[src/rtl/osc_poly.sv]
// osc_poly: N-voice phase-accumulator oscillator bank, one shared adder swept across voices per strobe.
// Optional noise generator for mode 3 is built when OSC_POLY_NOISE_EN is defined.
module osc_poly #(
    parameter  int unsigned VOICES = 4,
    parameter  int unsigned ACC_W  = 24,
    parameter  int unsigned OUT_W  = 8,
    localparam int unsigned VIDX_W = $clog2(VOICES),
    localparam int unsigned MIX_W  = OUT_W + $clog2(VOICES)
) (
    input  logic              clk_i,
    input  logic              nrst_i,
    input  logic              enable_i,
    input  logic              sample_stb_i,
    input  logic              cfg_we_i,
    input  logic [VIDX_W-1:0] cfg_voice_i,
    input  logic [ACC_W-1:0]  cfg_inc_i,
    input  logic [1:0]        cfg_mode_i,
    input  logic              cfg_en_i,
    input  logic [VOICES-1:0] phase_rst_i,
    input  logic              ovr_clr_i,
    output logic [MIX_W-1:0]  mix_o,
    output logic              mix_valid_o,
    output logic              busy_o,
    output logic              overrun_o
);

    typedef enum logic [1:0] {IDLE, RUN, DONE} state_t;

    state_t            state, state_nxt;
    logic [VIDX_W-1:0] vcnt;
    logic [ACC_W-1:0]  phase [VOICES];
    logic [ACC_W-1:0]  inc   [VOICES];
    logic [1:0]        mode  [VOICES];
    logic [VOICES-1:0] ven;
    logic [MIX_W-1:0]  acc;
    logic              start, slot_last;
    logic [ACC_W-1:0]  p_upd;
    logic [OUT_W-1:0]  t, wave, noise;

    assign start     = (state == IDLE) && sample_stb_i && enable_i;
    assign slot_last = (vcnt == VIDX_W'(VOICES - 1));
    assign busy_o    = (state != IDLE);

    always_comb begin
        state_nxt = state;
        case (state)
            IDLE:    if (start) state_nxt = RUN;
            RUN:     if (slot_last) state_nxt = DONE;
            DONE:    state_nxt = IDLE;
            default: state_nxt = IDLE;
        endcase
    end

    // Shared adder: only the voice in the current slot is advanced.
    always_comb begin
        if (phase_rst_i[vcnt])
            p_upd = '0;
        else if (ven[vcnt])
            p_upd = phase[vcnt] + inc[vcnt];
        else
            p_upd = phase[vcnt];
        t = p_upd[ACC_W-2 -: OUT_W];
        case (mode[vcnt])
            2'd0:    wave = p_upd[ACC_W-1] ? '1 : '0;
            2'd1:    wave = p_upd[ACC_W-1 -: OUT_W];
            2'd2:    wave = p_upd[ACC_W-1] ? ~t : t;
            default: wave = noise;
        endcase
        if (!ven[vcnt])
            wave = '0;
    end

`ifdef OSC_POLY_NOISE_EN
    logic [15:0] lfsr, lfsr_nxt;

    assign lfsr_nxt = {lfsr[14:0], lfsr[15] ^ lfsr[13] ^ lfsr[12] ^ lfsr[10]};
    assign noise    = lfsr_nxt[15 -: OUT_W];

    always_ff @(posedge clk_i) begin
        if (!nrst_i)
            lfsr <= 16'hACE1;
        else if (state == RUN && ven[vcnt] && mode[vcnt] == 2'd3)
            lfsr <= lfsr_nxt;
    end
`else
    assign noise = '0;
`endif

    always_ff @(posedge clk_i) begin
        if (!nrst_i) begin
            state       <= IDLE;
            vcnt        <= '0;
            acc         <= '0;
            mix_o       <= '0;
            mix_valid_o <= 1'b0;
            overrun_o   <= 1'b0;
            ven         <= '0;
            for (int unsigned i = 0; i < VOICES; i++) begin
                phase[i] <= '0;
                inc[i]   <= '0;
                mode[i]  <= '0;
            end
        end else begin
            state       <= state_nxt;
            mix_valid_o <= 1'b0;
            if (start) begin
                acc  <= '0;
                vcnt <= '0;
            end
            if (state == RUN) begin
                acc  <= acc + MIX_W'(wave);
                vcnt <= slot_last ? '0 : vcnt + 1'b1;
            end
            if (state == DONE) begin
                mix_o       <= acc;
                mix_valid_o <= 1'b1;
            end
            // Set wins over clear so an overrun is never lost.
            if (sample_stb_i && state != IDLE)
                overrun_o <= 1'b1;
            else if (ovr_clr_i)
                overrun_o <= 1'b0;
            for (int unsigned i = 0; i < VOICES; i++) begin
                if (phase_rst_i[i])
                    phase[i] <= '0;
                else if (state == RUN && vcnt == VIDX_W'(i))
                    phase[i] <= p_upd;
            end
            if (cfg_we_i && {1'b0, cfg_voice_i} < (VIDX_W + 1)'(VOICES)) begin
                inc[cfg_voice_i]  <= cfg_inc_i;
                mode[cfg_voice_i] <= cfg_mode_i;
                ven[cfg_voice_i]  <= cfg_en_i;
            end
        end
    end

endmodule
[config.mk]
export PLATFORM = sky130hd
export DESIGN_NAME = osc_poly
export DESIGN_NICKNAME = d
export VERILOG_FILES = /design/src/rtl/osc_poly.sv
export SDC_FILE = /design/constraint.sdc
export NUM_CORES = 1
export LEC_CHECK = 0
export BUFFER_PORTS_ARGS = -buffer_cell sky130_fd_sc_hd__buf_2
export CAP_MARGIN = 20
export CELL_PAD_IN_SITES_DETAIL_PLACEMENT = 0
export CELL_PAD_IN_SITES_GLOBAL_PLACEMENT = 1
export CORE_MARGIN = 10
export CORE_UTILIZATION = 40
export DETAILED_ROUTE_END_ITERATION = 7
export PLACE_DENSITY = 0.72
export SLEW_MARGIN = 25
export SYNTH_ARGS = -nofsm -noshare
export SYNTH_HDL_FRONTEND = slang
export SYNTH_SLANG_ARGS = --single-unit
export TNS_END_PERCENT = 1
[constraint.sdc]
create_clock -name clk_i -period 6.7 [get_ports clk_i]
set_clock_uncertainty 0.05 [all_clocks]
set_input_delay 0.67 -clock clk_i [delete_from_list [all_inputs] [get_ports clk_i]]
set_output_delay 0.67 -clock clk_i [all_outputs]
set_load 0.05 [all_outputs]
==> metrics, run 1 <==
gr usage total 15.1%; outcome completed; Reg clk slew, reported paths 70 ps; power per cell area 253 mW/mm2; Min Hold Slack 357 ps; RSZ-0062 raised after global routing false; clk buf depth 3; Final Max Slew Viols 0; crit-path max cell delay 650 ps; Psw 0.893 mW; Cell Chain, Critical Path mux4_2 -> ha_1 -> fa_1 -> a211oi_1 -> o211ai_1 -> a41oi_1 -> o31ai_1 -> xor2_1 -> mux2_2 -> nand2_1 -> o22ai_1 -> a22o_1 -> ha_1 -> fa_1 -> a21o_1 -> a21oi_1 -> o21bai_1 -> a21oi_1 -> nor2b_1 -> o21a_1 -> o21ai_0 -> nand4_1 -> o21ai_0; I/O Pins 52; Die Wd 193 um; core footprint 0.0296 mm2; TritonCTS clock tree built; multiplexer share of the synthesized area 10.5%; die height 193 um; vias per inst 5.37; Setup WS pre-CTS 678 ps; grt total ovfl 0; Final Hold Vio Count 0; hold path cells 3; CP top delay family compound AO/OA/AOI/OAI gates; Crit Path Max Fanout 22; DRT Wirelength 29000 um; TritonCTS buffer count 25; vias in the first global route 8177; Fillers 2814; Pleak 5.05 nW; HPWL after detailed placement 19800 um; synthesized instance count 1030; DR pass1 iterations 5; most frequent cells in the layout edfxtp_1 (200), nor2_1 (156), nand2_1 (122), buf_2 (51), mux4_2 (49); Worst-Margin Slew 994 ps; sequential share of power 49.2%; Clock Power Share 36.8%; synthesis-to-finish area growth 12.3%; post-synthesis compound-gate area fraction 9.04%; Comb power frac 14.0%; later-pin clock latency in the skew report 540 ps; EDFF count, synth 200; Max-cap violations 0; Mapped Nets 1106; Final Power 3.41 mW; antenna violations before repair 0; Setup Total Neg Slack 0 ps; total of warnings raised by yosys 0; Root Driver clkbuf_16; synthesized-area fraction occupied by adder cells 3.98%; Hold-fix buffers, CTS 0; CP Depth 23; GPL Wtd Cong 0.877; Post-CTS Resized 0; H-tree lvl count 1; number of nets with antenna violations after routing 0; drt initial violations 605; die area 0.0373 mm2; main combinational cell family by area after synthesis simple AND/OR/NAND/NOR gates; Worst Path Arrival 6460 ps; Vias 7970; starting density of the core 40.5%; Peak VDD IR 0.000193 V; synthesized flop and latch total 232; Netlist Area Pre-Place 0.0120 mm2; final setup margin 649 ps; Critical Path Slowest Stage Cell dfxtp_4; drt wl/cell 19.6 um; fmax 0.165 GHz; Post-Syn Area per Cell 11.7 um2; commonest non-fill, non-tap cell in the layout edfxtp_1; relative slew slack 33.4%; internal power 2.52 mW; FF-to-FF path depth 23; Seq/Total Area, Yosys 55.4%; Synth Flop Type edfxtp_1; simple-gate share of the synthesized area 16.3%; Sw Share 26.2%; DRC 0; Port Buffers 51; worst min path class in -> reg; # setup viols final 0; FFs w/ async S/R, synth 0%; number of library cell types mapped by synthesis 66; first-pass GRT wire length 46500 um; # Post-CTS Setup Buffers 0; CP Buf/Inv Count 0; post-route minimum period 6050 ps; # diodes 0; Cell Rows 63; Setup CP Type reg -> reg; final net count 1152; largest net degree at the start of global routing 45; kind of start point of the critical path register; Sink Count 232; XOR/XNOR share of the synthesized area 1.73%; final period utilization 90.3%; Required @ worst endpoint 7110 ps; layout cells sized above 1 17.2%; Worst setup EP type register
==> area by class of cell <==
cell class	instances	area, um2	share of cell area [%]
clock buffers	30	644	4.78
well taps	390	488	3.62
clock inverters	14	83.8	0.622
flip-flops and latches	232	6650	49.4
inverters	39	146	1.09
multi-input cells	701	4990	37.0
repair buffers	77	475	3.53
==> worst min-delay path: stages <==
cell	delay [ps]
buf_2	100
nand2_1	50
a21boi_0	60
==> state kept, by name, indices dropped and copies added, names as in the netlist, named ones only <==
signal / cells
overrun_o: 1
acc: 10
inc: 96
mix_o: 10
mix_valid_o: 1
phase: 96
vcnt: 2
state: 2
ven: 4
mode: 8
==> synthesized netlist by cell type (all sizes together) (4+ instances only) <==
library cell,count,area share (%)
a31oi,4,0.21
buf,16,0.62
a21o,9,0.63
xor2,10,0.79
and3,10,0.52
nand2,122,3.8
and2,37,1.9
o21ai,26,1.1
a21oi,42,1.8
a211o,5,0.36
a211oi,7,0.52
nand3b,8,0.50
inv,39,1.2
nor3,10,0.42
nand4,9,0.59
o22ai,6,0.31
o21a,5,0.31
nor2b,18,0.94
nand3,25,1.0
clkbuf,42,1.3
o21bai,5,0.31
xnor2,12,0.94
mux4,49,9.2
nor2,157,5.0
edfxtp,200,50
o211ai,9,0.56
a21boi,20,1.3
ha,35,3.6
dfxtp,32,5.3
or2,4,0.21
mux2i,12,1.0
nand2b,7,0.36
==> cell families (layout without fill, tap and decap cells) <==
logic type / Yosys count / after routing
buf+inv: 97 / 160
simple gates: 421 / 421
xor+xnor: 22 / 22
mux: 64 / 64
flops: 232 / 232
compound gates: 157 / 157
fa+ha+maj: 37 / 37
==> power groups by stage <==
stage                     logic (mW)  registers [mW]  clock network [mW]
after floorplan                0.350            1.69                   0
after global placement         0.475            1.71                   0
after detailed placement       0.475            1.71                   0
after CTS                      0.477            1.68                1.28
after global routing           0.523            1.69                1.34
final                          0.477            1.68                1.25
==> routing by layer <==
layer / GRT usage (%) / share of wire, %
met4: 3.15 / 1.5
met2: 24.7 / 47
met5: 0 / 0
met1: 20.9 / 47
met3: 2.11 / 4.4
==> final timing paths <==
kind	startpoint	endpoint	slack [ps]
setup / recovery	register	acc[8]	650
hold / removal	sample_stb_i	overrun_o	360
setup reg to reg	register	acc[8]	650
hold reg to reg	mix_o[7]	mix_o[7]	410
==> through the flow <==
stage,util (%),instances,cell area (um2)
floorplan,-,1030,12000
global placement,43.0,1439,12700
detailed placement,43.0,1439,12700
CTS,45.5,1483,13500
global route,45.5,1483,13500
finish,45.5,1483,13500
Note: power is estimated with default switching activity, not from simulation.
==> inputs of run 2 (changes only) <==
--- a/config.mk
+++ b/config.mk
@@ -10,9 +10,9 @@
 export CELL_PAD_IN_SITES_DETAIL_PLACEMENT = 0
 export CELL_PAD_IN_SITES_GLOBAL_PLACEMENT = 1
 export CORE_MARGIN = 10
-export CORE_UTILIZATION = 40
+export CORE_UTILIZATION = 46
 export DETAILED_ROUTE_END_ITERATION = 7
-export PLACE_DENSITY = 0.72
+export PLACE_DENSITY = 0.81
 export SLEW_MARGIN = 25
 export SYNTH_ARGS = -nofsm -noshare
 export SYNTH_HDL_FRONTEND = slang
==> metrics, run 2 (synthesis gave the netlist of run 1 again) <==
setup slack, reg-to-reg 640 ps; post-route minimum period 6060 ps; H-tree lvl count 1; Final Hold Vio Count 0; crit-path max cell delay 630 ps; Comb power frac 13.4%; GPL Wtd Cong 0.881; most frequent cells in the layout edfxtp_1 (200), nor2_1 (156), nand2_1 (122), buf_2 (51), mux4_2 (49); RSZ-0062 raised after global routing false; clk buf depth 3; outcome completed; gr usage total 16.4%; Hold Crit Start sample_stb_i; largest registers inc: 96 flops, phase: 96 flops; number of nets with antenna violations after routing 0; later-pin clock latency in the skew report 540 ps; # setup viols final 0; Critical Path Slowest Stage Cell dfxtp_4; # Post-CTS Setup Buffers 0; layout cells sized above 1 17.0%; final std cells w/o fill 1425; placed cell areas 0.0126 mm2; TritonCTS clock tree built; sequential share of power 47.4%; starting density of the core 46.5%; placed insts 1380; Fillers 2297; vias per inst 5.60; power per cell area 262 mW/mm2; Vias 7973; I/O Pins 52; synthesis-to-finish area growth 12.2%; CP top delay family compound AO/OA/AOI/OAI gates; commonest non-fill, non-tap cell in the layout edfxtp_1; sequential cell area 0.00665 mm2; antenna violations before repair 0; Final Cell Area 0.0135 mm2; Worst Path Arrival 6460 ps; Max-cap violations 0; Final Max Slew Viols 0; grt total ovfl 0; Sink Count 232; Root Driver clkbuf_16; Setup CP Type reg -> reg; final period utilization 90.4%; Peak VDD IR 0.000222 V; DRC 0; Pleak 5.07 nW; HPWL after detailed placement 18300 um; Post-CTS Resized 0; Setup Total Neg Slack 0 ps; vias in the first global route 7930; TritonCTS buffer count 25; drt initial violations 648; DRT Wirelength 27700 um; core footprint 0.0258 mm2; DR pass1 iterations 5; Cell Chain, Critical Path buf_12 -> mux4_2 -> ha_1 -> o21ai_1 -> a21oi_1 -> and3b_1 -> nand4_4 -> a211oi_2 -> nor2_4 -> xor2_2 -> mux2i_1 -> a22o_1 -> ha_1 -> fa_1 -> a21o_1 -> a21oi_1 -> o21bai_1 -> a21oi_1 -> nor2b_1 -> o21a_1 -> o21ai_0 -> nand4_1 -> o21ai_0; Hold-fix buffers, CTS 0; area taken by multi-input logic gates 0.00499 mm2; drt wl/cell 19.4 um; cell repeated most along the worst path a21oi_1; Reg clk slew, reported paths 60 ps; CP Buf/Inv Count 1; Min Hold Slack 349 ps; final net count 1148; first-pass GRT wire length 43900 um; Cell Rows 59; Clock Power Share 39.2%; fmax 0.165 GHz; die area 0.0330 mm2; largest net degree at the start of global routing 45; Worst-Margin Slew 1000 ps; worst min path class in -> reg; Crit Path Max Fanout 20; Sw Share 25.5%; relative slew slack 32.8%; Worst setup EP type register; Required @ worst endpoint 7100 ps; # diodes 0; Die Wd 182 um; Port Buffers 51; die height 182 um; kind of start point of the critical path register; internal power 2.63 mW; Final Power 3.53 mW; Psw 0.901 mW
[run 2: cell count changes in the layout (fill, tap and decap cells not counted)]
cell	change
buf_4	-4
bufinv_16	+3
clkbuf_1	-2
clkinv_1	+2
clkinv_2	-3
clkinv_4	-1
clkinvlp_2	+1
inv_16	+1
[run 2: power by group through the flow]
stage	logic, mW	registers [mW]	clock network, mW
finish	0.474	1.68	1.38
global route	0.519	1.69	1.46
CTS	0.472	1.68	1.41
detailed placement	0.470	1.71	0
global placement	0.468	1.70	0
floorplan	0.350	1.69	0
[run 2: final timing paths]
kind               endpoint  cells after the start
setup / recovery     acc[8]                     23
hold / removal    overrun_o                      3
setup reg to reg     acc[8]                     23
hold reg to reg    mix_o[8]                      2
[run 2: worst reg2reg max path: stages, from the launching register on]
cell and delay [ps]:
dfxtp_4 630, buf_12 270, mux4_2 570, ha_1 450, o21ai_1 130, a21oi_1 240
and3b_1 290, nand4_4 130, a211oi_2 370, nor2_4 100, xor2_2 390, mux2i_1 140
a22o_1 270, ha_1 200, fa_1 410, a21o_1 180, a21oi_1 230, o21bai_1 90
a21oi_1 220, nor2b_1 70, o21a_1 170, o21ai_0 180, nand4_1 110, o21ai_0 120
[run 2: metal layers]
| metal | vias up | part of all wire [%] | GRT usage [%] | wire length, um |
|---|---|---|---|---|
| met2 | 213 | 48 | 26.9 | 13200 |
| li1 | 3848 | - | - | - |
| met3 | 42 | 5.8 | 2.98 | 1610 |
| met5 | - | 0 | 0 | 0 |
| met1 | 3870 | 44 | 22.0 | 12200 |
| met4 | 0 | 2.4 | 4.10 | 663 |
[run 2: cell type report]
cell class / instances / area share (%)
clock buffers: 28 / 4.73
clock inverters: 17 / 1.36
inverters: 39 / 1.09
multi-input cells: 701 / 37.0
flip-flops and latches: 232 / 49.4
well taps: 335 / 3.11
repair buffers: 73 / 3.31
[run 2: stage by stage]
| step | setup slack [ps] | utilization [%] |
|---|---|---|
| 2_1_floorplan | 403 | - |
| 3_3_place_gp | 725 | 48.9 |
| 3_5_place_dp | 695 | 48.9 |
| 4_1_cts | 668 | 52.1 |
| 5_1_grt | 174 | 52.1 |
| 6_report | 644 | 52.1 |
